$ cat config.mk
export PLATFORM = sky130hd
export DESIGN_NAME = sprite_bitmap_writer
export DESIGN_NICKNAME = d
export VERILOG_FILES = /design/src/rtl/sprite_bitmap_writer_pkg.sv /design/src/rtl/sprite_bitmap_writer.sv
export SDC_FILE = /design/constraint.sdc
export NUM_CORES = 1
export LEC_CHECK = 0
export CAP_MARGIN = 10
export CORE_MARGIN = 3
export CORE_UTILIZATION = 35
export DETAILED_ROUTE_END_ITERATION = 12
export RECOVER_POWER = 100
export SYNTH_ARGS = -nofsm -noshare
export SYNTH_HDL_FRONTEND = slang
export SYNTH_SLANG_ARGS = --single-unit
$ cat constraint.sdc
create_clock -name Clk -period 5.7 [get_ports Clk]
set_clock_uncertainty 0.2 [all_clocks]
set_input_delay 1.14 -clock Clk [delete_from_list [all_inputs] [get_ports Clk]]
set_output_delay 1.14 -clock Clk [all_outputs]
set_load 0.02 [all_outputs]
$ cat src/rtl/sprite_bitmap_writer_pkg.sv
// Shared definitions for the sprite bitmap path.
//   PAL_WHITE / PAL_BLACK : the two palette colours (index 0 / index 1)
//   SPRITE_ADDR_W         : default sprite frame RAM address width
//   state_t               : load sequencer states
//   is_off_palette()      : pixel is neither pure white nor pure black
//   quantize()            : RGB pixel -> 1-bit palette index
package sprite_pkg;

  localparam int          SPRITE_ADDR_W = 10;
  localparam logic [23:0] PAL_WHITE     = 24'hFFFFFF;
  localparam logic [23:0] PAL_BLACK     = 24'h000000;

  typedef enum logic [1:0] {
    IDLE,
    LOAD,
    DONE
  } state_t;

  function automatic logic is_off_palette(input logic [23:0] px);
    return (px != PAL_WHITE) && (px != PAL_BLACK);
  endfunction

  // Exact palette colours map directly; anything else is thresholded on
  // R+G+B. The 10-bit sum cannot overflow (max 765).
  function automatic logic quantize(input logic [23:0] px, input logic [9:0] thresh);
    logic [9:0] sum;
    sum = 10'(px[23:16]) + 10'(px[15:8]) + 10'(px[7:0]);
    if (px == PAL_WHITE) return 1'b0;
    if (px == PAL_BLACK) return 1'b1;
    return (sum < thresh);
  endfunction

endpackage

$ cat src/rtl/sprite_bitmap_writer.sv
// Streams 24-bit RGB pixels into a 1-bit-per-pixel sprite frame RAM.
// Ports:
//   Clk, Reset_n          : clock, asynchronous active-low reset
//   start, abort          : begin a load (IDLE only) / cancel a load (LOAD only)
//   base_addr             : first RAM address, latched on an accepted start
//   pixel_in/valid/ready  : pixel stream handshake, {R,G,B}
//   wr_en/wr_addr/wr_data : registered RAM write port, one cycle after accept
//   busy, done            : load in progress / one-cycle completion pulse
//   off_palette_cnt       : pixels in this load that were not pure white/black
module sprite_bitmap_writer
  import sprite_pkg::*;
#(
  parameter int         ADDR_W  = SPRITE_ADDR_W,
  parameter int         NUM_PIX = 1024,
  parameter logic [9:0] THRESH  = 10'd384
) (
  input  logic              Clk,
  input  logic              Reset_n,
  input  logic              start,
  input  logic              abort,
  input  logic [ADDR_W-1:0] base_addr,
  input  logic [23:0]       pixel_in,
  input  logic              pixel_valid,
  output logic              pixel_ready,
  output logic              wr_en,
  output logic [ADDR_W-1:0] wr_addr,
  output logic              wr_data,
  output logic              busy,
  output logic              done,
  output logic [ADDR_W:0]   off_palette_cnt
);

  localparam int               CNT_W    = ADDR_W + 1;
  localparam logic [CNT_W-1:0] LAST_IDX = CNT_W'(NUM_PIX - 1);

  state_t            state, state_nxt;
  logic [CNT_W-1:0]  pix_cnt;
  logic [ADDR_W-1:0] base_q;
  logic              start_ok;
  logic              accept;

  always_ff @(posedge Clk or negedge Reset_n) begin
    if (!Reset_n) state <= IDLE;
    else          state <= state_nxt;
  end

  // abort outranks a same-cycle accept, so the pixel on the bus is dropped.
  always_comb begin
    state_nxt   = state;
    start_ok    = 1'b0;
    accept      = 1'b0;
    pixel_ready = 1'b0;
    busy        = 1'b0;
    done        = 1'b0;
    case (state)
      IDLE: begin
        start_ok = start;
        if (start) state_nxt = LOAD;
      end
      LOAD: begin
        pixel_ready = 1'b1;
        busy        = 1'b1;
        accept      = pixel_valid && !abort;
        if (abort)                           state_nxt = IDLE;
        else if (accept && pix_cnt == LAST_IDX) state_nxt = DONE;
      end
      DONE: begin
        done      = 1'b1;
        state_nxt = IDLE;
      end
      default: state_nxt = IDLE;
    endcase
  end

  always_ff @(posedge Clk or negedge Reset_n) begin
    if (!Reset_n) begin
      base_q          <= '0;
      pix_cnt         <= '0;
      off_palette_cnt <= '0;
      wr_en           <= 1'b0;
      wr_addr         <= '0;
      wr_data         <= 1'b0;
    end else begin
      wr_en <= accept;
      if (start_ok) begin
        base_q          <= base_addr;
        pix_cnt         <= '0;
        off_palette_cnt <= '0;
      end
      if (accept) begin
        pix_cnt         <= pix_cnt + 1'b1;
        off_palette_cnt <= off_palette_cnt + CNT_W'(is_off_palette(pixel_in));
        // Address wraps modulo the RAM size by truncation.
        wr_addr         <= base_q + pix_cnt[ADDR_W-1:0];
        wr_data         <= quantize(pixel_in, THRESH);
      end
    end
  end

endmodule

==> results of run 1 <==
## flip-flops by register name, indices dropped and copies added (netlist names)
name             count
wr_en                1
off_palette_cnt     11
wr_addr             10
state                2
wr_data              1
pix_cnt             11
base_q              10
## kinds of logic after synthesis
| logic type | after synthesis |
|---|---|
| adder cells (fa/ha/maj) | 27 |
| multiplexers | 14 |
| XOR/XNOR | 4 |
| buffers and inverters | 29 |
| AND/OR/NAND/NOR | 107 |
| flip-flops | 46 |
| AO/OA/AOI/OAI | 66 |
## worst paths after layout
kind,start,endpoint,slack [ns],cells after the start
max,pixel_in[14],off_palette_cnt[8],1.93,12
min,wr_addr[6],wr_addr[6],0.29,2
max reg2reg,state[0],off_palette_cnt[2],2.92,6
min reg2reg,wr_addr[6],wr_addr[6],0.29,2
max in group asynchronous,Reset_n,wr_addr[6],2.53,1
min in group asynchronous,Reset_n,off_palette_cnt[8],1.38,1
## layer usage
layer  GRT usage (%)  wire length (microns)  up-vias
li1                -                      -     1197
met1            18.7                   3070     1112
met2            23.4                   3280       34
met3            2.52                    185        2
met4            2.59                     25        0
met5               0                      0        -
## synth_stat cells, drive strengths merged, types with 6 or more instances
cell type | number | share of area [%]
o31ai | 7 | 2.0
nand2 | 35 | 4.8
nor2 | 11 | 1.6
nand4 | 14 | 3.5
nor4 | 6 | 1.3
a21oi | 10 | 1.9
fa | 8 | 5.5
mux2 | 11 | 4.4
dfrtp | 46 | 40
ha | 19 | 8.2
nand3 | 19 | 3.3
inv | 22 | 2.9
o21ai | 27 | 4.8
## power by group through the flow
stage,sequential (mW),combinational (mW),clock (mW)
2_1_floorplan,0.455,0.161,0
3_3_place_gp,0.422,0.336,0
3_5_place_dp,0.423,0.342,0
4_1_cts,0.418,0.345,0.250
5_1_grt,0.423,0.357,0.263
6_report,0.414,0.323,0.241
## worst max-delay path, stage by stage
cell                            delay [ns]
sky130_fd_sc_hd__dlygate4sd3_1        0.61
sky130_fd_sc_hd__nand4_1              0.12
sky130_fd_sc_hd__or4_1                0.51
sky130_fd_sc_hd__nor3_1               0.35
sky130_fd_sc_hd__nor2_1               0.09
sky130_fd_sc_hd__ha_1                 0.22
sky130_fd_sc_hd__ha_1                 0.24
sky130_fd_sc_hd__nand2_1              0.10
sky130_fd_sc_hd__nor3_2               0.06
sky130_fd_sc_hd__nand3_1              0.16
sky130_fd_sc_hd__nand3_1              0.08
sky130_fd_sc_hd__o21ai_1              0.12
## layout make-up
cell class / count / area share [%]
repair buffers: 64 / 17.3
well taps: 102 / 3.47
inverters: 22 / 2.32
clock inverters: 3 / 1.09
flip-flops and latches: 46 / 31.3
clock buffers: 5 / 1.87
multi-input cells: 218 / 42.6
==> results by stage, run 1 <==
Status:
- The flow ran to the end, but the final reports show violations.
- The final reports fail on capacitance limit, slew limit.

Placement:
- Routability-driven placement finished with a final weighted congestion of 0.795.
- The instance count after placement with tap cells included is between 400 and 500.
- The placed standard-cell area is ~0.0036 sq mm.
- The number of buffers inserted by port buffering is between 60 and 70.
- The worst-case setup slack after placement is between 1.5 and 2 ns.
- After legalization and detailed placement, the total HPWL measured roughly 5000 microns.

Pwr:
- In this run the power density over the cells is about 270 mW/mm^2.
- VDD sags by at most between 150 and 200 uV.
- The cell-internal power is 0.658 mW.
- The sequential share of power is a little over two fifths.
- In this run the power spent charging and discharging nets is around 0.32 mW.
- In this run switching power makes up 32.7% of total power.
- The relative contribution of the clock network to total power is ~25%.
- In this run the static leakage power is ~1.7 nW.
- The combinational cell fraction of total power is between 30% and 40%.
- Summing internal, switching and leakage power gives about 1 mW.

Final layout:
- Leaving out fill and tap cells, the most frequent cells in the layout are sky130_fd_sc_hd__dfrtp_1 (46), sky130_fd_sc_hd__nand2_1 (35), sky130_fd_sc_hd__clkdlybuf4s50_1 (32).
- 0 antenna diodes ended up in the layout.
- From synthesis to final layout, the design area changed by 27.1%.
- In the final design database the tool counted ~420 nets.
- Of the cells placed in the final design, the portion with a size suffix greater than 1 is just under 8%.
- The final core utilization is 46.6%.
- The area of all placed cells without fillers is 0.00367 sq mm.
- Summing all flip-flop and latch instances after layout gives between 0.001 and 0.0015 sq mm.
- The most common library cell in the layout ignoring fill and taps is sky130_fd_sc_hd__dfrtp_1.
- The multi-input combinational cells in the finished layout cover a total of between 0.0015 and 0.002 sq mm.
- Fill cells in the final layout number ~770.
- After the flow finishes, the layout carries non-filler instances totaling 460.

Drt:
- The count of unresolved DRC violations after routing is 0.
- The number of violations reported at the end of detailed-routing iteration 0 is 80.
- The average wire length per cell after detail routing is between 10 and 15 microns.
- The post-detailed-route via-to-cell ratio is a little over 5.
- The routed wire length is roughly 6600 microns.
- The pre-antenna-repair detailed-routing pass consisted of 4 iterations.
- The count of nets left with antenna violations once routing finished came out at 0.
- The total vias in the final route is approximately 2.3k.

Floorplan:
- Pin placement for this block handled 65 I/O pins.
- The floorplan has 32 rows.
- The die footprint is about 0.0094 sq mm.
- The chip width is around 97 microns.
- The region available for standard cell placement spans 0.00789 sq mm.
- The floorplan step set the die height to around 97 microns.
- The initial utilization of the core area, before any placement, comes to roughly 37%.

Clock network:
- The post-CTS clock slew at the launch and capture registers of the worst setup and hold paths is 0.09 ns.
- The post-cts repair resize count is 0.
- TritonCTS built the clock tree.
- The maximum count of clock buffers along a single path is 2.
- The insertion delay of the later-clocked pin in the worst-skew pair is about 0.30 ns.
- The tree is rooted in a sky130_fd_sc_hd__clkbuf_8.
- Buffers added to address setup during post-CTS repair amount to 0.
- The number of clock buffers inserted by TritonCTS is 5.
- The number of buffers inserted by hold repair at cts is 0.
- The H-tree depth is 2.
- The clock net sink count is between 40 and 50.

Global route:
- The number of global-route vias before repair is ~2.3k.
- The first global-routing pass estimated ~11000 microns of wire.
- Global routing used about 14% of the available tracks across all layers.
- For this run the aggregate overflow at the end of global routing stands at 0.
- The maximum number of pins on one net before global-route repair is 47.
- The number of antenna violations at the first check in global routing is 0.

Setup path:
- The critical path class is in -> reg.
- The required time at the worst-slack endpoint is approximately 5.7 ns.
- The critical path arrival is between 3 and 4 ns.
- STA classifies the critical path endpoint as a flip-flop.
- The highest net fanout along the worst path is 5.
- The kind of start point of the critical path is an input pin.

Yosys:
- The xor/xnor share of the synthesized area is about 1.2%.
- The proportion of synthesized flip-flops having asynchronous set or reset is 100%.
- Summing the areas of all fa, ha and maj instances in the mapped netlist gives ~14% of the synthesized area.
- The most used flip-flop cell after synthesis is sky130_fd_sc_hd__dfrtp_1.
- The post-synthesis instance area is about 0.0029 sq mm.
- The share of cell area taken by muxes after synthesis is ~5.5%.
- Summing the areas of all compound-gate instances in the mapped netlist gives 14.8% of the synthesized area.
- After synthesis the netlist holds a flip-flop and latch count of 46.
- In this run, distinct cell masters in the synthesized netlist total between 50 and 60.
- The share of synthesized cell area in and, or, nand and nor gates is 20.4%.
- The number of warnings issued by yosys is 0.
- The share of the Yosys chip area taken by registers is 39.8%.
- The post-synthesis instance total is around 290.
- The number of nets in the synthesized netlist is approximately 360.
- Each instance of the synthesized netlist takes up on average between 9 and 10 sq um.
- Counting flops with a built-in enable in the synthesized netlist gives 0.
- The main combinational cell family by area after synthesis is simple AND/OR/NAND/NOR gates.

Job:
- The tool flagged a number of max-cap violations equal to 1.

Timing:
- The routed design could run at a clock period as short as 3.77 ns.
- The post-route clock period utilization is 66.1%.
- Setup slack closes at roughly 1.9 ns.
- The setup violation total in the final timing report is 0.
- Measured against its own limit, the worst slew margin works out to -62.4%.
- The final sum of negative setup slack is 0 ns.
- The final count of pins violating max slew was 47.
- The worst-case hold slack is ~0.29 ns.
- The final number of hold-violating endpoints is 0.
- For this run, the top clock speed supported by timing is around 0.27 GHz.
- At the pin with the least slew margin, the transition time is about 2.4 ns.
- Setup repair after global routing left no endpoint under its margin.

Hold path:
- The tightest min-delay check is of the reg -> reg type.
No activity file was read; power rests on OpenSTA's default activity.
==> run 2: changes to the inputs <==
==> constraint.sdc (replaced) <==
create_clock -name Clk -period 3.25 [get_ports Clk]
set_clock_uncertainty 0.2 [all_clocks]
set_input_delay 0.65 -clock Clk [delete_from_list [all_inputs] [get_ports Clk]]
set_output_delay 0.65 -clock Clk [all_outputs]
set_load 0.02 [all_outputs]
==> run 2 against run 1 <==
The run now ends clean. Count of clock-buffer cells in the layout increased by 2. Clock power increased by 77%. Register-to-register slack got worse by 2.1 ns. Sequential power increased by 75%. Core utilization increased by 1.8 points. Hold slack got worse by 0.0068 ns. Global-route usage increased by 0.81 points. Critical endpoint is now wr_data. Largest power group unchanged.
==> results by stage, run 2 (synthesis gave the netlist of run 1 again) <==
Status:
- The run finished with clean final reports.

Pwr:
- The combinational cell fraction of total power is 33.6% (+0.6 points).
- The cell-internal power came to 1.17 mW (+78%).
- The maximum vdd ir drop came to 298 uV (+96%).
- The fraction of power spent switching nets is 32.4% (-0.26 points).
- The sequential share of power is 41.8% (-0.6 points).
- The relative contribution of the clock network to total power is 24.6% (about the same).
- The switching power summed over all nets is 0.562 mW (+76%).
- The total power per unit cell area came to 455 mW/mm^2 (+71%).
- The reported leakage power is 1.75 nW (+5.0%).

Global route:
- The number of antenna violations at the first check in global routing is 0 (unchanged).
- The maximum number of pins on one net before global-route repair is 47 (unchanged).
- The wire length of the first global-routing pass is 11700 microns (+6.6%).
- The global-route congestion overflow total was 0 (unchanged).
- The total track usage is 14.7% (+0.81 points).
- The number of global-route vias before repair is 2577 (+10%).

Setup path:
- The delay contributed by the slowest stage of the critical path is 0.45 ns (-0.16 ns).
- Grouping stages by cell kind, the critical path spends the most delay in compound AO/OA/AOI/OAI gates.
- The cell with the largest stage delay on the worst path is sky130_fd_sc_hd__fa_1.
- The signal on the critical path passes through clkdlybuf4s50_1, buf_4, fa_1, ha_1, and2_1, o211ai_1, o21ai_0, a2111oi_2, a311oi_1, o31ai_2.
- The critical path class is in -> reg.
- The depth of the worst register-to-register path was 9 (+3).
- The critical path arrival is 3.01 ns (-0.78 ns).
- The buffering stage count on the worst path with inverters included is 2 (+1).
- The required time at the worst-slack endpoint came to 3.25 ns (-2.48 ns).
- The count of cell instances traversed by the critical path was 10 (-2).
- The kind of start point of the critical path is an input pin.
- The nature of the critical path endpoint is a flip-flop.
- The highest net fanout along the worst path is 3 (-2).

Timing:
- The worst max-slew margin expressed relative to the limit is 23.3% (+86 points).
- The final critical path takes up 92.6% of the cycle.
- For this run, the top clock speed supported by timing is 0.332 GHz.
- The final count of pins violating max slew is 0 (-100%).
- Setup repair after global routing left no endpoint under its margin.
- The actual transition at the worst max-transition pin was 1.15 ns (-1.29 ns).
- The final sum of negative setup slack is 0 ns (unchanged).
- The final number of hold-violating endpoints is 0 (unchanged).
- The setup violation total in the final timing report is 0 (unchanged).
- The final worst setup slack is 0.240 ns (-1.69 ns).
- The routed design could run at a clock period as short as 3.01 ns.

Floorplan:
- The initial cell density of the core is 36.6% (unchanged).
- The total core area is 0.00789 sq mm (unchanged).
- The floorplan row count is 32 (unchanged).
- The number of top-level pins is 65 (unchanged).
- The chip width was 96.9 microns (unchanged).
- The die height came to 96.9 microns (unchanged).
- The die footprint is 0.00938 sq mm (unchanged).

Drt:
- The post-detailed-route via-to-cell ratio is 5.09 (-0.12%).
- The detailed-router iteration count before antenna repair was 4 (unchanged).
- The met1 layer wirelength in the final routing came to 3140 microns (+2.1%).
- The average wire length per cell after detail routing was 13.8 microns (-3.4%).
- The total vias in the final route is 2444 (+4.2%).
- Signal routing reaches up to met4.
- The routed wire length was 6620 microns (+0.78%).
- The detailed-routed wire length on met2 is 3230 microns (-1.5%).
- The routed wire length on met3 is 195 microns (+5.4%).
- The count of nets left with antenna violations after detail routing was 0 (unchanged).
- The count of unresolved DRC violations after routing is 0 (unchanged).
- The number of violations reported at the end of detailed-routing iteration 0 is 71 (-11%).

Clock network:
- The number of buffers inserted by hold repair at cts was 0 (unchanged).
- The number of clock buffers inserted by TritonCTS is 5 (unchanged).
- The clock net sink count is 46 (unchanged).
- The H-tree depth came to 2 (unchanged).
- The post-cts repair resize count came to 0 (unchanged).
- The post-CTS clock slew at the launch and capture registers of the worst setup and hold paths is 0.09 ns (about the same).
- The maximum count of clock buffers along a single path is 2 (unchanged).
- The TritonCTS clock tree is built.
- The clock tree root buffer cell is sky130_fd_sc_hd__clkbuf_8.
- The insertion delay of the later-clocked pin in the worst-skew pair is 0.30 ns (about the same).
- The post-CTS setup repair buffer count was 0 (unchanged).

Final layout:
- In the final layout, the registers with the most flip-flops are off_palette_cnt: 11 flops, pix_cnt: 11 flops.
- The library cell used most frequently in the layout, excluding fill and tap cells, is sky130_fd_sc_hd__dfrtp_1.
- The number of diodes is 0 (unchanged).
- Leaving out fill and tap cells, the most frequent cells in the layout are sky130_fd_sc_hd__dfrtp_1 (46), sky130_fd_sc_hd__clkdlybuf4s50_1 (35), sky130_fd_sc_hd__nand2_1 (34).
- The area growth from synthesis to layout is 32.1%.
- The proportion of layout cells with a drive suffix above 1 is 11.9% (+4.1 points).
- The post-route non-filler standard cell count came to 480 (+4.3%).
- The final net count came to 443 (+4.7%).

Job:
- The max-capacitance violation count is 0 (-1).

Hold path:
- The tightest min-delay check is of the reg -> reg type.
- The worst hold path cell count is 2 (unchanged).

Placement:
- The number of buffers inserted by port buffering is 64 (unchanged).
- The instance count after placement with tap cells included came to 472 (+4.4%).
- The routability-driven placement congestion ratio came to 0.880 (+11%).
- The worst-case setup slack after placement is -0.0250 ns (-1.80 ns).
- The placed wire-length estimate after detailed placement is 5060 microns (+2.4%).
==> run 2: layout make-up <==
| type | instances | area (sq um) |
|---|---|---|
| clock buffers | 7 | 76.3 |
| clock inverters | 1 | 30.0 |
| fillers | 756 | 4070 |
| inverters | 22 | 83.8 |
| multi-input cells | 218 | 1580 |
| flip-flops and latches | 46 | 1150 |
| well taps | 102 | 128 |
| repair buffers | 84 | 772 |
==> run 2: worst paths after layout <==
| kind | slack [ns] | to | startpoint |
|---|---|---|---|
| min | 0.28 | wr_addr[5] | wr_addr[5] |
| max | 0.24 | wr_data | pixel_in[12] |
| min reg2reg | 0.28 | wr_addr[5] | wr_addr[5] |
| max reg2reg | 0.78 | wr_addr[8] | pix_cnt[0] |
| max in group asynchronous | 1.70 | pix_cnt[10] | Reset_n |
| min in group asynchronous | 0.45 | off_palette_cnt[8] | Reset_n |
==> run 2: stage by stage <==
stage	total power [mW]	util (%)	cell area [sq um]	hold WS [ns]
5_1_grt	1.86	48.4	3820	0.317
6_report	1.74	48.4	3820	0.280
2_1_floorplan	1.08	-	2890	0.154
4_1_cts	1.80	49.0	3860	0.254
3_5_place_dp	1.36	47.6	3760	0.270
3_3_place_gp	1.35	47.6	3760	0.259
==> run 2: metal layers <==
metal,vias to the layer above,global-route usage [%]
met5,-,0
met1,1156,18.7
met2,36,25.7
li1,1247,-
met4,0,3.02
met3,5,2.96
==> run 2: worst register-to-register path, delay by kind of cell, from the launching register on <==
kind | cells | cell delay, ns
flip-flops | 1 | 0.47
adder cells (fa/ha/maj) | 2 | 0.66
AND/OR/NAND/NOR | 2 | 0.21
buffers and inverters | 1 | 0.07
AO/OA/AOI/OAI | 4 | 0.78
==> run 2: power groups by stage <==
stage	sequential (mW)	combinational (mW)	clock, mW
2_1_floorplan	0.798	0.282	0
3_3_place_gp	0.741	0.610	0
3_5_place_dp	0.741	0.621	0
4_1_cts	0.732	0.624	0.444
5_1_grt	0.741	0.651	0.468
6_report	0.726	0.583	0.426
==> run 3: changes to the inputs <==
--- a/config.mk
+++ b/config.mk
@@ -6,7 +6,6 @@
 export NUM_CORES = 1
 export LEC_CHECK = 0
 export CAP_MARGIN = 10
-export CORE_MARGIN = 3
 export CORE_UTILIZATION = 35
 export DETAILED_ROUTE_END_ITERATION = 12
 export RECOVER_POWER = 100
==> run 3 against run 2 <==
Cell count is 0.42% lower. Maximum frequency decreased by 1.2%. Register-to-register slack worse by 0.07 ns. Hold slack lost 0.0031 ns. Critical path type unchanged. Non-clock buffer count fell by 2. Global-route usage up 1.8 points. Worst setup slack got worse by 0.037 ns. Count of clock-buffer cells in the layout did not move. Combinational power shrank 0.9%. Critical endpoint is now off_palette_cnt[7]. Power decreased by 4.0%. Die area shrank 8.1%. Clock power decreased by 15%.
==> results by stage, run 3 (synthesis gave the netlist of run 1 again) <==
Status:
- The run finished with clean final reports.

Global route:
- The global-route congestion overflow total was 0 (unchanged).
- The total track usage was 16.4% (+1.8 points).
- The wire length of the first global-routing pass was 11300 microns (-3.9%).
- The number of antenna violations at the first check in global routing is 0 (unchanged).
- The maximum number of pins on one net before global-route repair was 47 (unchanged).
- The number of global-route vias before repair is 2394 (-7.1%).

Setup path:
- The delay contributed by the slowest stage of the critical path is 0.52 ns (+0.07 ns).
- The family with the most delay on the worst path is simple AND/OR/NAND/NOR gates.
- The critical path arrival is 3.07 ns (+0.06 ns).
- The nature of the critical path endpoint is a flip-flop.
- The highest net fanout along the worst path is 4 (+1).
- The critical path goes through clkdlybuf4s50_1, nand4_1, or4_1, nor3_1, nor2_1, ha_1, clkbuf_4, nand4_1, nor2_1, nand2_1, mux2i_1.
- The buffering stage count on the worst path with inverters included is 2 (unchanged).
- STA classifies the critical path startpoint as an input pin.
- The required time at the worst-slack endpoint is 3.28 ns (+0.03 ns).
- The cell with the largest stage delay on the worst path is sky130_fd_sc_hd__or4_1.
- The critical path class is in -> reg.

Floorplan:
- The initial cell density of the core is 36.8% (+0.19 points).
- The number of top-level pins is 65 (unchanged).
- The chip width is 92.9 microns (-4.1%).
- The total core area is 0.00785 sq mm (-0.51%).
- The floorplan row count was 32 (unchanged).
- The die height is 92.9 microns (-4.1%).
- The die footprint came to 0.00863 sq mm (-8.1%).

Final layout:
- The largest registers in the layout are off_palette_cnt: 11 flops, pix_cnt: 11 flops.
- Leaving out fill and tap cells, the most frequent cell in the layout is sky130_fd_sc_hd__dfrtp_1.
- The area growth from synthesis to layout is 30.7%.
- The final net count is 441 (-0.45%).
- The proportion of layout cells with a drive suffix above 1 came to 11.2% (-0.73 points).
- Leaving out fill and tap cells, the most frequent cells in the layout are sky130_fd_sc_hd__dfrtp_1 (46), sky130_fd_sc_hd__clkdlybuf4s50_1 (35), sky130_fd_sc_hd__nand2_1 (34).
- The post-route non-filler standard cell count is 478 (-0.42%).
- The number of diodes is 0 (unchanged).
- The final core utilization came to 48.2% (-0.25 points).

Placement:
- The placed wire-length estimate after detailed placement is 4850 microns (-4.2%).
- The instance count after placement with tap cells included was 470 (-0.42%).
- The routability-driven placement congestion ratio is 0.855 (-2.9%).
- The number of buffers inserted by port buffering was 64 (unchanged).
- The worst-case setup slack after placement is -0.0526 ns (-0.0277 ns).

Timing:
- Setup repair after global routing left no endpoint under its margin.
- The setup violation total in the final timing report came to 0 (unchanged).
- The final sum of negative setup slack is 0 ns (unchanged).
- The actual transition at the worst max-transition pin is 1.13 ns (-0.0227 ns).
- The final worst setup slack is 0.203 ns (-0.0373 ns).
- The final critical path time including I/O delays and setup came to 3.05 ns (+0.0373 ns).
- The post-route clock period utilization is 93.8% (+1.1 points).
- The final number of hold-violating endpoints is 0 (unchanged).
- The final count of pins violating max slew was 0 (unchanged).
- The top achievable clock speed came to 0.328 GHz (-1.2%).
- The worst max-slew margin expressed relative to the limit is 24.8% (+1.5 points).

Drt:
- The post-detailed-route via-to-cell ratio is 5.00 (-1.9%).
- The count of unresolved DRC violations after routing is 0 (unchanged).
- The average wire length per cell after detail routing came to 13.4 microns (-3.0%).
- The total vias in the final route is 2388 (-2.3%).
- The routed wire length is 6400 microns (-3.4%).
- The detailed-router iteration count before antenna repair is 4 (unchanged).
- The number of violations reported at the end of detailed-routing iteration 0 came to 80 (+13%).
- The count of nets left with antenna violations after detail routing is 0 (unchanged).

Clock network:
- The clock net sink count is 46 (unchanged).
- The number of clock buffers inserted by TritonCTS came to 5 (unchanged).
- The post-CTS setup repair buffer count came to 0 (unchanged).
- The number of buffers inserted by hold repair at cts was 0 (unchanged).
- The root buffer cell chosen for the clock tree is sky130_fd_sc_hd__clkbuf_8.
- The insertion delay of the later-clocked pin in the worst-skew pair is 0.30 ns (about the same).
- The post-CTS clock slew at the launch and capture registers of the worst setup and hold paths was 0.09 ns (about the same).
- The post-cts repair resize count is 0 (unchanged).
- The maximum count of clock buffers along a single path was 2 (unchanged).
- The TritonCTS clock tree is built.
- The H-tree depth was 2 (unchanged).

Hold path:
- The class of the tightest hold or removal check is reg -> reg.

Pwr:
- The total power per unit cell area is 441 mW/mm^2 (-3.0%).
- The reported leakage power is 1.73 nW (-0.89%).
- The maximum vdd ir drop is 289 uV (-3.2%).

Job:
- The max-capacitance violation count came to 0 (unchanged).
run 3: worst min-delay path, cell delays in order (launching register included):
cell,delay [ns]
sky130_fd_sc_hd__dfrtp_1,0.34
sky130_fd_sc_hd__nand2_1,0.05
sky130_fd_sc_hd__nand2_1,0.06
run 3: final timing paths:
check                      depth (start not counted)          from                  to  slack, ns
min                                                2    wr_addr[0]          wr_addr[0]       0.28
max                                               11  pixel_in[19]  off_palette_cnt[7]       0.20
min reg2reg                                        2    wr_addr[0]          wr_addr[0]       0.28
max in group asynchronous                          2       Reset_n          wr_addr[6]       1.73
max reg2reg                                        9    pix_cnt[0]          wr_addr[8]       0.71
min in group asynchronous                          2       Reset_n  off_palette_cnt[9]       0.44
run 3: cell type report:
cell class / instances / area (sq um)
clock buffers: 7 / 86.3
clock inverters: 1 / 5.00
well taps: 102 / 128
inverters: 22 / 83.8
multi-input cells: 218 / 1570
fillers: 765 / 4070
repair buffers: 82 / 757
flip-flops and latches: 46 / 1150
run 3: through the flow:
stage               instance area [sq um]  power [mW]  hold WS [ns]
detailed placement                   3750        1.36         0.269
floorplan                            2890        1.08         0.154
global placement                     3750        1.35         0.260
CTS                                  3850        1.74         0.255
global route                         3780        1.79         0.305
finish                               3780        1.67         0.277
run 3: report_power, final:
part           switching, mW  internal, mW
combinational          0.300         0.277
clock                  0.192         0.172
sequential            0.0611         0.664
total                  0.553          1.11
run 3: per-layer routing:
layer / GRT usage, % / wire length (microns) / vias up / share of wire (%)
met4: 5.13 / 110 / 0 / 1.7
met5: 0 / 0 / - / 0
met3: 2.63 / 188 / 11 / 2.9
met1: 22.1 / 3060 / 1114 / 48
li1: - / - / 1230 / -
met2: 27.1 / 3040 / 33 / 47
